==> config.mk <==
export PLATFORM = sky130hd
export DESIGN_NAME = store_buffer
export DESIGN_NICKNAME = d
export VERILOG_FILES = /design/src/rtl/store_buffer.sv
export SDC_FILE = /design/constraint.sdc
export NUM_CORES = 1
export LEC_CHECK = 0
export ABC_AREA = 1
export BUFFER_PORTS_ARGS = -buffer_cell sky130_fd_sc_hd__buf_2
export CAP_MARGIN = 20
export CORE_MARGIN = 5
export CORE_UTILIZATION = 61
export CTS_CLUSTER_DIAMETER = 200
export DETAILED_ROUTE_END_ITERATION = 8
export GPL_TIMING_DRIVEN = 0
export PLACE_DENSITY = 0.86
export SYNTH_ARGS = -nofsm -noshare
export SYNTH_HDL_FRONTEND = slang
export SYNTH_SLANG_ARGS = --single-unit
==> constraint.sdc <==
create_clock -name clk -period 9.9 [get_ports clk]
set_input_delay 0.99 -clock clk [delete_from_list [all_inputs] [get_ports clk]]
set_output_delay 0.99 -clock clk [all_outputs]
set_load 0.01 [all_outputs]
==> src/rtl/store_buffer.sv <==
// store_buffer: in-order store FIFO between the AGU and the dcache.
// Each entry holds {addr, strb, wdata, uncached}. Loads probe every live
// entry by word address through ld_hit.
// Optional feature macro STB_FWD_EN: when defined, ld_fwd_data/ld_fwd_strb
// carry a byte-wise merge of all matching entries, with the youngest byte
// winning. When undefined, both outputs are tied to zero.
module store_buffer #(
  parameter int unsigned DEPTH = 4
) (
  input  logic        clk,
  input  logic        reset,
  input  logic        in_valid,
  output logic        in_ready,
  input  logic [31:0] in_addr,
  input  logic [3:0]  in_strb,
  input  logic [31:0] in_wdata,
  input  logic        in_uncached,
  output logic        dc_valid,
  input  logic        dc_ready,
  output logic [31:0] dc_addr,
  output logic [3:0]  dc_strb,
  output logic [31:0] dc_wdata,
  output logic        dc_uncached,
  input  logic [31:0] ld_addr,
  output logic        ld_hit,
  output logic [31:0] ld_fwd_data,
  output logic [3:0]  ld_fwd_strb,
  output logic        empty
);

  localparam int unsigned AW    = 32;
  localparam int unsigned DW    = 32;
  localparam int unsigned SW    = 4;
  localparam int unsigned PTR_W = (DEPTH > 1) ? $clog2(DEPTH) : 1;
  localparam int unsigned CNT_W = $clog2(DEPTH + 1);

  typedef struct packed {
    logic [AW-1:0] addr;
    logic [SW-1:0] strb;
    logic [DW-1:0] wdata;
    logic          uncached;
  } entry_t;

  entry_t           mem_q [DEPTH];
  logic [PTR_W-1:0] head_q, head_d;
  logic [PTR_W-1:0] tail_q, tail_d;
  logic [CNT_W-1:0] count_q, count_d;
  logic             push_c;
  logic             pop_c;
  logic [DEPTH-1:0] live_c;
  logic             ld_addr_unused;

  // The low two bits of the probe address are byte-lane bits. Matching
  // is done on whole words, so these bits do not take part.
  assign ld_addr_unused = ^ld_addr[1:0];

  // Status flags and handshakes are decoded from the count register only.
  assign in_ready = (count_q != CNT_W'(DEPTH));
  assign dc_valid = (count_q != '0);
  assign empty    = (count_q == '0);
  assign push_c   = in_valid & in_ready & (|in_strb);
  assign pop_c    = dc_valid & dc_ready;

  // The head payload comes straight from the entry registers.
  assign dc_addr     = mem_q[head_q].addr;
  assign dc_strb     = mem_q[head_q].strb;
  assign dc_wdata    = mem_q[head_q].wdata;
  assign dc_uncached = mem_q[head_q].uncached;

  // Next-state for the pointers and the occupancy count.
  always_comb begin
    head_d  = head_q;
    tail_d  = tail_q;
    count_d = count_q;
    if (push_c) tail_d = tail_q + PTR_W'(1);
    if (pop_c)  head_d = head_q + PTR_W'(1);
    case ({push_c, pop_c})
      2'b10:   count_d = count_q + CNT_W'(1);
      2'b01:   count_d = count_q - CNT_W'(1);
      default: count_d = count_q;
    endcase
  end

  // Control state: async clear discards every entry, including a presented head.
  always_ff @(posedge clk or negedge reset) begin
    if (!reset) begin
      head_q  <= '0;
      tail_q  <= '0;
      count_q <= '0;
    end else begin
      head_q  <= head_d;
      tail_q  <= tail_d;
      count_q <= count_d;
    end
  end

  // Entry storage; validity is tracked by the pointers, so no reset is needed.
  always_ff @(posedge clk) begin
    if (push_c) mem_q[tail_q] <= {in_addr, in_strb, in_wdata, in_uncached};
  end

  // An entry is live when its distance from the head is below the count.
  always_comb begin
    logic [PTR_W-1:0] off;
    off    = '0;
    live_c = '0;
    for (int i = 0; i < DEPTH; i++) begin
      off       = PTR_W'(i) - head_q;
      live_c[i] = (CNT_W'(off) < count_q);
    end
  end

  // Word-granular overlap of the probing load against all live entries.
  always_comb begin
    ld_hit = 1'b0;
    for (int i = 0; i < DEPTH; i++) begin
      if (live_c[i] && (mem_q[i].addr[AW-1:2] == ld_addr[AW-1:2])) ld_hit = 1'b1;
    end
  end

`ifdef STB_FWD_EN
  // Walk from oldest to youngest so that younger bytes overwrite older ones.
  always_comb begin
    logic [PTR_W-1:0] idx;
    idx         = head_q;
    ld_fwd_data = '0;
    ld_fwd_strb = '0;
    for (int k = 0; k < DEPTH; k++) begin
      idx = head_q + PTR_W'(k);
      if ((CNT_W'(k) < count_q) && (mem_q[idx].addr[AW-1:2] == ld_addr[AW-1:2])) begin
        for (int b = 0; b < SW; b++) begin
          if (mem_q[idx].strb[b]) begin
            ld_fwd_data[8*b +: 8] = mem_q[idx].wdata[8*b +: 8];
            ld_fwd_strb[b]        = 1'b1;
          end
        end
      end
    end
  end
`else
  // No forwarding: the pipeline stalls loads on ld_hit until the buffer drains.
  assign ld_fwd_data = '0;
  assign ld_fwd_strb = '0;
`endif

endmodule

---- Yosys cells after proc, flatten, opt, wreduce, memory -nomap -nowiden ----
Memories as Yosys holds them, arrays and structs flattened.
Cells that the tools add are included.
storage, ports and cells
  logic and storage cells ................. 41
  register bits after elaboration ......... 7
  memories ................................ 1
  bits of input ports ..................... 105
  memory bits (writable) .................. 276
  output and inout bits ................... 109
operators by class
  multiplexer cells ....................... 7
  reduce and logical (&&, ||, !) cells .... 8
  $add $sub $neg .......................... 8
  eq/ne operators ......................... 7
  order comparisons ....................... 4
  bitwise logic cells ..................... 3
memories
  memory  depth  width  read ports  clocked after memory_dff  write ports  line  RTL
  mem_q   4      69     5           0                         1            44    entry_t mem_q [DEPTH];
operators by type and width
  kind                                                  count
  equality test 30 bit                                  4
  less-than comparator 2 x 3 -> 1 bit                   4
  2-to-1 mux 1 bit                                      6
  one-hot mux 3 bit (2 select lines)                    1
  adder 2 x 1 -> 2 bit (second input constant)          2
  logical AND 1 bit                                     4
  OR reduction 4 bit                                    1
  subtractor 1 x 2 -> 2 bit (first input constant)      2
  subtractor 2 bit (first input constant)               2
  adder 3 x 1 -> 3 bit (second input constant)          1
  AND 1 bit                                             3
  zero test 3 bit                                       1
  inequality test 3 bit (second input constant)         1
  nonzero test 3 bit                                    1
  subtractor 3 x 1 -> 3 bit (second input constant)     1
  equality test 2 x 1 -> 1 bit (second input constant)  1
  equality test 2 bit (second input constant)           1
  nonzero test 2 bit                                    1

---- Logic depth before layout (Yosys ltp) ----
  word-level depth ........................ 7
  gate-level depth with buffers ........... 12

---- Worst setup path after synthesis ----
No wires, ideal clock.
  kind .................................... input to register
  start point ............................. input in_strb[3]
  end point ............................... memory mem_q[0][0] (netlist bit) (enable)
  arrival time ............................ 4.248 ns
  path slack .............................. 5.156 ns
  stages .................................. 3
  path buffers ............................ 0
  data required time ...................... 9.403 ns
  library setup time ...................... 0.497 ns
  cells stage by stage .................... nor4_1 -> nand3b_1 -> nor2_1
between the ends
  longest elaborated chain between the ends .. 4
RTL lines
  what                                    line  RTL
  start: declaration                      15    input logic [3:0] in_strb,
  OR reduction 4 bit                      61    assign push_c = in_valid & in_ready & (|in_strb);
  AND 1 bit                               61
  2-to-1 mux 1 bit                        99    if (push_c) mem_q[tail_q] <= {in_addr, in_strb, in_wdata, in_uncached};
  2-to-1 mux 1 bit (implied by the code)  99
  end: declaration                        44
Every way passes these cells.

---- Final worst setup path ----
  start point ............................. register head_q[1]
  end point ............................... output ld_hit
between the ends
  longest elaborated chain between the ends .. 7
  elaborated cells on any way between the ends .. 16
  those cells by class .................... add/sub (4); order compare (4); mux (4); reduce/logical (4)
RTL lines
  what                                 line  RTL
  start: declaration                   45    logic [PTR_W-1:0] head_q, head_d;
  start signal: assignment             87    head_q <= '0;
  start signal: assignment             91    head_q <= head_d;
  subtractor 1 x 2 -> 2 bit            108   off = PTR_W'(i) - head_q;
  less-than comparator 2 x 3 -> 1 bit  109   live_c[i] = (CNT_W'(off) < count_q);
  logical AND 1 bit                    117   if (live_c[i] && (mem_q[i].addr[AW-1:2] == ld_addr[AW-1:2])) ld_hit = 1'b1;
  2-to-1 mux 1 bit (3 in series)       117
  2-to-1 mux 1 bit (*)                 117
  end: declaration                     25    output logic ld_hit,
Mark *: on every way between the ends. The rest lies on a longest branch, timed or not.

==> metrics.txt <==
top post-synthesis cells by area=edfxtp_1 65%, nand2_1 8.1%, nand3_1 4.2%; Starting Density=between 60% and 70%; synthesized area per cell=11.40 um^2; chip height=154.2 um; worst vdd ir=222.4 uV; DR top layer=met5; Nets=1,471; drt pass-1 iters=5; crit path from=head_q[1]; post-DP HPWL=22,940 um; unrepaired setup endpoints after global routing=no; placed cells=1,597; Syn Std Cell Area=12,680 um^2; filler instances=1,288; number of synthesized flops with an enable pin=276; placed cell areas=14,260 um^2; Worst Reg-to-Reg Cells=6; Post-CTS Setup Repair Bufs=0; Place WS=approximately 6.5 ns; area of the core=~20,000 um^2; Critical Path RT=8.91 ns; Seq pwr share=about 39%; Rel. slew slack=44.51%; global-route wire length before repair=49,630 um; grt total ovfl=0; CTS tree=yes; worst-skew pair later-pin latency=0.53 ns; reg-to-reg endpoint=mem_q[2][12]; outcome=finished clean; crit end category=output pin; met3 routed WL=~3900 um; ys async rst share=~2.5%; max-cap violations=0; post-synth top area cell=edfxtp_1; Post-Layout Cell Count=1,646; total count of hold-check failures in the final report=0; DR vias/cell=5.609; I/O Buffers=170; area grow syn2layout=19.38%; CTS Root Cell=clkbuf_16; FF+latch count, synth=~280; clock skew=between 0.01 and 0.015 ns; number of global-route vias before repair=8,996; Internal Power=2.701 mW; post-cts resize count=0; register area=roughly 8500 um^2; power share of the combinational group=37.2%; Routed Wire Length=33,100 um; area taken by multi-input logic gates=between 3000 and 4000 um^2; clock share of power=23.9%; Hold Path Class=in -> async; reg-to-reg slack, setup=7.06 ns; largest net degree at the start of global routing=29; cts hold-fix bufs=0; fmax=0.2665 GHz; Placement Rows=52; worst setup margin=6.147 ns; NetSw=1.560 mW; TritonCTS Buffers=27; Finished Cell Area=15,130 um^2; critical path launch point type=register; Cell variety after synth=35; Chip Width=~150 um; synth cell count leaders=276 x edfxtp_1, 273 x nand2_1, 107 x inv_1, 107 x nand3_1, 72 x nor2_1; sequential-to-total area share from yosys stat=66.77%; WL met1=11,630 um; metal2 WL=16,660 um; critical path arrival=2.76 ns; Most used DFF post-synth=edfxtp_1; Post-route DRC=0; TNS Setup=0 ns; origin of the critical flop-to-flop path=count_q[0]; CTS Sinks=283; drt first-iter violations=890; Slew Limit Fails=0; Ports=214; Max FO, Critical Path=10; Max clock buf depth=3; final setup vio count=0; Post-DRT Antenna Nets=0; Pwr Density=approximately 280 nW/um^2; WL/cell=slightly above 20 um; Vias=9,232; Leak=6.245 nW; Critical Path Sink=ld_hit; crit path kind=reg -> out; Worst-Margin Slew=0.8304 ns; most common cell in the netlist=edfxtp_1; antenna violations before repair=8; clock-pin slew on the worst setup and hold paths=roughly 0.060 ns; All-Layer GR Usage=27.00%; Die ar.=23,760 um^2; total chip power=4.261 mW; routability cong.=0.9420; fin crit share=37.91%; YS warnings=0; sw frac=between 30% and 40%; post-route minimum period=around 3.8 ns; post-synth top area share=65.38%; Mapped Cells=1,112; proportion of layout cells with a drive suffix above 1=20.47%; H-tree Lvls=1
==> layout make-up <==
class                   instances  share of cell area (%)
flip-flops and latches        283                   55.93
repair buffers                180                   7.194
clock buffers                  34                   4.639
inverters                     109                   2.704
clock inverters                12                   1.050
plain buffers                  74                   2.977
diodes                          3                 0.04961
multi-input cells             681                   23.23
well taps                     270                   2.233
==> metrics by stage <==
| stage | utilization [%] | hold WS [ns] |
|---|---|---|
| floorplan | - | 0.4723 |
| global placement | 68.73 | 0.4850 |
| detailed placement | 70.04 | 0.5304 |
| CTS | 74.27 | 0.2705 |
| global route | 74.29 | 0.2707 |
| finish | 74.31 | 0.2802 |
==> critical path, stage by stage (launching register included) <==
cell and delay, ns:
dfrtp_1 0.39, buf_4 0.20, nor2_2 0.31, inv_1 0.13
nand2_1 0.11, inv_1 0.07, ha_1 0.28, a21oi_1 0.13
or2_0 0.15, nand3_1 0.09, nor2_1 0.11, nor2_1 0.04
nand2_1 0.09, buf_2 0.14
==> worst min path at each step <==
stage / slack (ns) / cells after the start / start / end
floorplan: 0.47 / 2 / count_q[1] / count_q[1]
global placement: 0.48 / 2 / count_q[1] / count_q[1]
detailed placement: 0.53 / 2 / count_q[1] / count_q[1]
CTS: 0.27 / 1 / reset / tail_q[0]
global route: 0.27 / 1 / reset / count_q[2]
finish: 0.28 / 1 / reset / tail_q[0]
==> registers in the layout, summed over array words and instances (netlist names) <==
register	flops
count_q	3
head_q	2
mem_q	276
tail_q	2
==> cell families after synthesis <==
group	count (synthesis)	synth area share [%]
buffers and inverters	183	6.781
xor gates and xnor gates	51	3.524
DFF	283	66.77
other	1	0.02958
adders and majority gates	10	1.046
AOI/OAI and AO/OA	114	6.465
and+or+nand+nor	470	15.39
==> layout by cell type (no fill, tap or decap), types with 27 or more instances in the layout <==
cell type,synthesis,routed
clkbuf_16,0,27
buf_4,41,41
a22oi_1,66,66
xnor2_1,27,27
nand3_1,107,107
nand2_1,273,273
clkbuf_1,23,30
nor2_1,72,68
buf_2,7,177
conb_1,1,36
inv_1,107,107
edfxtp_1,276,276
==> power by group through the flow <==
| stage | registers, mW | logic (mW) | clock network (mW) |
|---|---|---|---|
| finish | 1.66 | 1.59 | 1.02 |
| detailed placement | 1.68 | 1.57 | 0 |
| global route | 1.67 | 1.71 | 1.08 |
| CTS | 1.65 | 1.58 | 1.02 |
| floorplan | 1.68 | 0.873 | 0 |
| global placement | 1.71 | 1.46 | 0 |
==> metal layers <==
metal  vias up  GRT usage, %
li1       4276             -
met1      4311         33.84
met2       561         47.36
met3        72         6.352
met4        12         7.233
met5         -             0
Power figures use the tool's default switching activity.
